===== config.mk =====
export PLATFORM = sky130hd
export DESIGN_NAME = muldiv_ctrl
export DESIGN_NICKNAME = d
export VERILOG_FILES = /design/src/rtl/muldiv_ctrl.sv
export SDC_FILE = /design/constraint.sdc
export NUM_CORES = 1
export LEC_CHECK = 0
export CAP_MARGIN = 20
export CORE_MARGIN = 2
export CORE_UTILIZATION = 35
export CTS_CLUSTER_SIZE = 14
export DETAILED_ROUTE_END_ITERATION = 10
export GPL_TIMING_DRIVEN = 0
export HOLD_SLACK_MARGIN = 0.02
export MAX_ROUTING_LAYER = met4
export PLACE_DENSITY = 0.77
export SETUP_SLACK_MARGIN = 0.15
export SYNTH_ARGS = -nofsm -noshare
export SYNTH_HDL_FRONTEND = slang
export SYNTH_SLANG_ARGS = --single-unit

===== constraint.sdc =====
create_clock -name clk -period 2.9 [get_ports clk]
set_clock_uncertainty 0.2 [all_clocks]
set_input_delay 0.58 -clock clk [delete_from_list [all_inputs] [get_ports clk]]
set_output_delay 0.58 -clock clk [all_outputs]
set_load 0.02 [all_outputs]

===== src/rtl/muldiv_ctrl.sv =====
// Sequencer between the CPU control unit and the shared multiply/divide datapaths:
// launches one unit, counts its fixed latency, captures the result into HI/LO.
module muldiv_ctrl #(
    parameter int MULT_LAT = 34,
    parameter int DIV_LAT  = 34,
    parameter int CNT_W    = 6
) (
    input  logic        clk,
    input  logic        rst,
    input  logic        start,
    input  logic [1:0]  op,
    input  logic        abort,
    input  logic [31:0] divisor,
    input  logic [31:0] mult_hi,
    input  logic [31:0] mult_lo,
    input  logic [31:0] div_hi,
    input  logic [31:0] div_lo,
    output logic        mult_init,
    output logic        mult_stop,
    output logic        div_init,
    output logic        div_stop,
    output logic [31:0] hi,
    output logic [31:0] lo,
    output logic        busy,
    output logic        done,
    output logic        div_zero
);

    typedef enum logic [2:0] {
        S_IDLE    = 3'd0,
        S_LAUNCH  = 3'd1,
        S_WAIT    = 3'd2,
        S_CAPTURE = 3'd3,
        S_ABORT   = 3'd4
    } state_t;

    localparam logic SEL_MULT = 1'b0;
    localparam logic SEL_DIV  = 1'b1;
    localparam logic [1:0] OP_MULT = 2'b00;
    localparam logic [1:0] OP_DIV  = 2'b01;
    localparam logic [CNT_W-1:0] MULT_LOAD = CNT_W'(MULT_LAT - 1);
    localparam logic [CNT_W-1:0] DIV_LOAD  = CNT_W'(DIV_LAT - 1);

    state_t            state_q, state_d;
    logic              sel_q, sel_d;
    logic [CNT_W-1:0]  cnt_q, cnt_d;
    logic [31:0]       hi_q, hi_d, lo_q, lo_d;
    logic              done_q, done_d, dz_q, dz_d, busy_q, busy_d;
    logic              mi_q, mi_d, ms_q, ms_d, di_q, di_d, ds_q, ds_d;

    // Next-state, counter and result-capture logic.
    always_comb begin
        state_d = state_q;
        sel_d   = sel_q;
        cnt_d   = cnt_q;
        hi_d    = hi_q;
        lo_d    = lo_q;
        done_d  = 1'b0;
        dz_d    = 1'b0;
        case (state_q)
            S_IDLE: begin
                if (start && !abort) begin
                    if (op == OP_MULT) begin
                        sel_d   = SEL_MULT;
                        state_d = S_LAUNCH;
                    end else if (op == OP_DIV) begin
                        // A zero divisor is reported immediately; the divider never starts.
                        if (divisor != 32'd0) begin
                            sel_d   = SEL_DIV;
                            state_d = S_LAUNCH;
                        end else begin
                            done_d = 1'b1;
                            dz_d   = 1'b1;
                        end
                    end else begin
                        state_d = S_IDLE;
                    end
                end else begin
                    state_d = S_IDLE;
                end
            end
            S_LAUNCH: begin
                if (abort) begin
                    state_d = S_ABORT;
                end else begin
                    cnt_d   = (sel_q == SEL_DIV) ? DIV_LOAD : MULT_LOAD;
                    state_d = S_WAIT;
                end
            end
            S_WAIT: begin
                if (abort) begin
                    state_d = S_ABORT;
                end else if (cnt_q == {CNT_W{1'b0}}) begin
                    state_d = S_CAPTURE;
                end else begin
                    cnt_d = cnt_q - {{(CNT_W-1){1'b0}}, 1'b1};
                end
            end
            S_CAPTURE: begin
                // Abort wins over a same-cycle capture.
                if (abort) begin
                    state_d = S_ABORT;
                end else begin
                    hi_d    = (sel_q == SEL_DIV) ? div_hi : mult_hi;
                    lo_d    = (sel_q == SEL_DIV) ? div_lo : mult_lo;
                    done_d  = 1'b1;
                    state_d = S_IDLE;
                end
            end
            S_ABORT: begin
                state_d = S_IDLE;
            end
            default: begin
                state_d = S_IDLE;
            end
        endcase
    end

    // Control pulses are decoded from the next state so they come straight out of flops.
    always_comb begin
        busy_d = (state_d != S_IDLE);
        mi_d   = (state_d == S_LAUNCH) && (sel_d == SEL_MULT);
        di_d   = (state_d == S_LAUNCH) && (sel_d == SEL_DIV);
        ms_d   = (state_d == S_ABORT)  && (sel_d == SEL_MULT);
        ds_d   = (state_d == S_ABORT)  && (sel_d == SEL_DIV);
    end

    // State, counter, HI/LO and output registers.
    always_ff @(posedge clk or negedge rst) begin
        if (!rst) begin
            state_q <= S_IDLE;
            sel_q   <= SEL_MULT;
            cnt_q   <= {CNT_W{1'b0}};
            hi_q    <= 32'd0;
            lo_q    <= 32'd0;
            done_q  <= 1'b0;
            dz_q    <= 1'b0;
            busy_q  <= 1'b0;
            mi_q    <= 1'b0;
            ms_q    <= 1'b0;
            di_q    <= 1'b0;
            ds_q    <= 1'b0;
        end else begin
            state_q <= state_d;
            sel_q   <= sel_d;
            cnt_q   <= cnt_d;
            hi_q    <= hi_d;
            lo_q    <= lo_d;
            done_q  <= done_d;
            dz_q    <= dz_d;
            busy_q  <= busy_d;
            mi_q    <= mi_d;
            ms_q    <= ms_d;
            di_q    <= di_d;
            ds_q    <= ds_d;
        end
    end

    assign hi        = hi_q;
    assign lo        = lo_q;
    assign done      = done_q;
    assign div_zero  = dz_q;
    assign busy      = busy_q;
    assign mult_init = mi_q;
    assign mult_stop = ms_q;
    assign div_init  = di_q;
    assign div_stop  = ds_q;

endmodule


==> impl_metrics.yaml <==
place:
  place_congestion: 0.744
  place_ws_ps: 247
  io_buffers: 236
  dp_hpwl_um: 9430
synth:
  netlist.area_leader.share_pct: 53.1
  ys_seq_area_share_pct: 53.1
  synth_top_cell_by_area: "dfrtp_1"
  syn_avg_cell_area_um2: 10.4
  syn_area_mm2: 0.00382
  ys.flop_type: "dfrtp_1"
  yosys_register_bits: 81
  synth_most_common_cell: "dfrtp_1"
  synthCells: 368
  ys_types: 36
  syn_nets: 535
  synthArstFlopShare_pct: 100
  yosysWarnings: 0
  synth-edff-count: 0
  synth_common_cells: "81 x dfrtp_1, 71 x nor2_1, 67 x mux2i_1, 64 x a21oi_1, 20 x buf_2"
  synth.area.top_cells: "dfrtp_1 53%, mux2i_1 18%, a21oi_1 8.4%"
critical_path:
  crit_required_ps: 2960
  cp_max_fo: 10
  slowest_delay_ps: 480
  worstPathCellList: "clkdlybuf4s50_1 -> nor2_2 -> and3_1 -> buf_2 -> buf_2 -> nor2_1 -> a21oi_1"
  cp_common_cell: "buf_2"
  path_class: "input port to flop"
  startpoint_type: "input port"
  endpoint_kind: "flop"
  slowest_stage: "clkdlybuf4s50_1"
  arrival_ps: 2330
timing:
  rsz0062_at_grt: "false"
  fmax_ghz: 0.440
  fin_hold_ws_ps: 322
  max_slew.worst_pin.slew_ps: 718
  final_max_slew_viol_count: 0
  period_share_pct: 78.4
  min_period_ps: 2270
  timing.slew.headroom_pct: 52.1
  hold_viol: 0
  finalSetupViolCount: 0
  tns_ps: 0
  fin_ws_ps: 627
floorplanning:
  ios: 237
  dieArea_mm2: 0.0118
  start_util_pct: 35.5
  die_y_um: 108
  row_count: 38
  core_area_mm2: 0.0107
  die-width_um: 108
flow_run:
  maxCapViolCount: 0
global_route:
  grt_max_degree: 43
  grt_use_total_pct: 20.9
  antenna_found_initial: 0
  grt_pass1_vias: 3939
  grt_pass1_wl_um: 18600
  grt_overflow: 0
drt:
  routed_wl_um: 11900
  remaining_drc_errors: 0
  ant_nets: 0
  viasPerCell: 4.82
  first_pass_iters: 4
  wl_per_cell_um: 15.6
  routed-via-count: 3670
  dr.first_iter.drc_count: 150
clock_tree:
  clock_latency_ps: 350
  htree_levels: 3
  root_buffer: "clkbuf_8"
  cts_buffers: 9
  clk_path_buf_depth: 2
  cts_sinks: 81
  cts_setup_buffers: 0
  cts_tree: "built"
  clk_transition_reported_paths_ps: 80
  cts_resized: 0
final_layout:
  diodes: 0
  num-nets-final: 784
  syn_to_final_growth_pct: 72.7
  layout-drive-gt1-share_pct: 7.07
hold_path:
  hold_class: "flop to flop"
power:
  p_per_area_mw_per_mm2: 759
  leakagePower_nw: 3.00
  ir_drop_v: 0.000388
  total_power_w: 0.00501
outcome:
  outcome: "finished clean"
per-stage QoR:
| stage | instances | instance area (um^2) | utilization, % |
|---|---|---|---|
| floorplan | 368 | 3820 | - |
| global placement | 744 | 6360 | 59.2 |
| detailed placement | 745 | 6370 | 59.3 |
| CTS | 762 | 6600 | 61.4 |
| global route | 762 | 6600 | 61.4 |
| finish | 762 | 6600 | 61.4 |
layer usage:
layer	global-route usage, %	wire (um)
met1	23.8	4560
met2	35.8	6090
met3	5.18	1000
met4	7.05	225
met5	-	0
cell type report:
cell class / count / area [um^2]
inverter: 4 / 15.0
multi-input combinational: 259 / 1660
clock inverter: 5 / 80.1
buffer: 24 / 115
tap: 140 / 175
clock buffer: 11 / 131
sequential: 81 / 2030
timing repair buffer: 238 / 2390
fill: 941 / 4150
flip-flops by register name, indices dropped and copies added (netlist names):
register	flops
busy	1
cnt_q	6
div_init	1
div_stop	1
div_zero	1
done	1
hi	32
lo	32
mult_init	1
mult_stop	1
sel_q	1
state_q	3
critical path, delay by kind of cell:
family                 cells  cell delay [ps]
buffers and inverters      3             1000
AND/OR/NAND/NOR            3              600
AO/OA/AOI/OAI              1              130
power breakdown:
group,internal [W],switching (W)
clock network,0.000485,0.000413
registers,0.00152,0.000215
logic,0.00121,0.00117
cell families (layout without fill, tap and decap cells):
family	after synthesis	in the layout	share of synthesized area [%]
multiplexers	69	69	18.2
adder cells (fa/ha/maj)	1	1	0.328
AND/OR/NAND/NOR	111	111	13.9
AO/OA/AOI/OAI	78	78	11.1
flip-flops	81	81	53.1
buffers and inverters	28	282	3.41
final timing paths:
kind                                       from                   end  slack, ps  depth (start not counted)
min in group asynchronous                   rst        done$_DFF_PN0_        560                          2
max                                       abort     lo[2]$_DFFE_PN0P_        630                          7
min reg2reg                  lo[21]$_DFFE_PN0P_    lo[21]$_DFFE_PN0P_        320                          2
max in group asynchronous                   rst    lo[31]$_DFFE_PN0P_       1340                          3
min                          lo[21]$_DFFE_PN0P_    lo[21]$_DFFE_PN0P_        320                          2
max reg2reg                cnt_q[0]$_DFFE_PN0P_  cnt_q[0]$_DFFE_PN0P_        780                          6
cell usage in the layout, fill, tap and decap left out, types with 2 or more instances in the layout:
| cell type | instances |
|---|---|
| mux2i_1 | 67 |
| nor3_1 | 2 |
| o211ai_1 | 4 |
| dfrtp_1 | 81 |
| o21ai_1 | 2 |
| bufinv_16 | 2 |
| clkbuf_8 | 9 |
| nor2_1 | 71 |
| a21oi_1 | 64 |
| clkinvlp_4 | 2 |
| clkbuf_1 | 6 |
| nand2_1 | 10 |
| inv_1 | 4 |
| mux2_1 | 2 |
| buf_2 | 20 |
| clkdlybuf4s50_1 | 235 |
| nor4_1 | 8 |
| nand2b_1 | 4 |
| nor2b_1 | 4 |
timing repair:
item                                    in CTS  in global routing
hold buffers                                 1                  0
endpoints found under the setup margin       0                  0
hold endpoints to repair                     1                  0
Power figures use the tool's default switching activity.
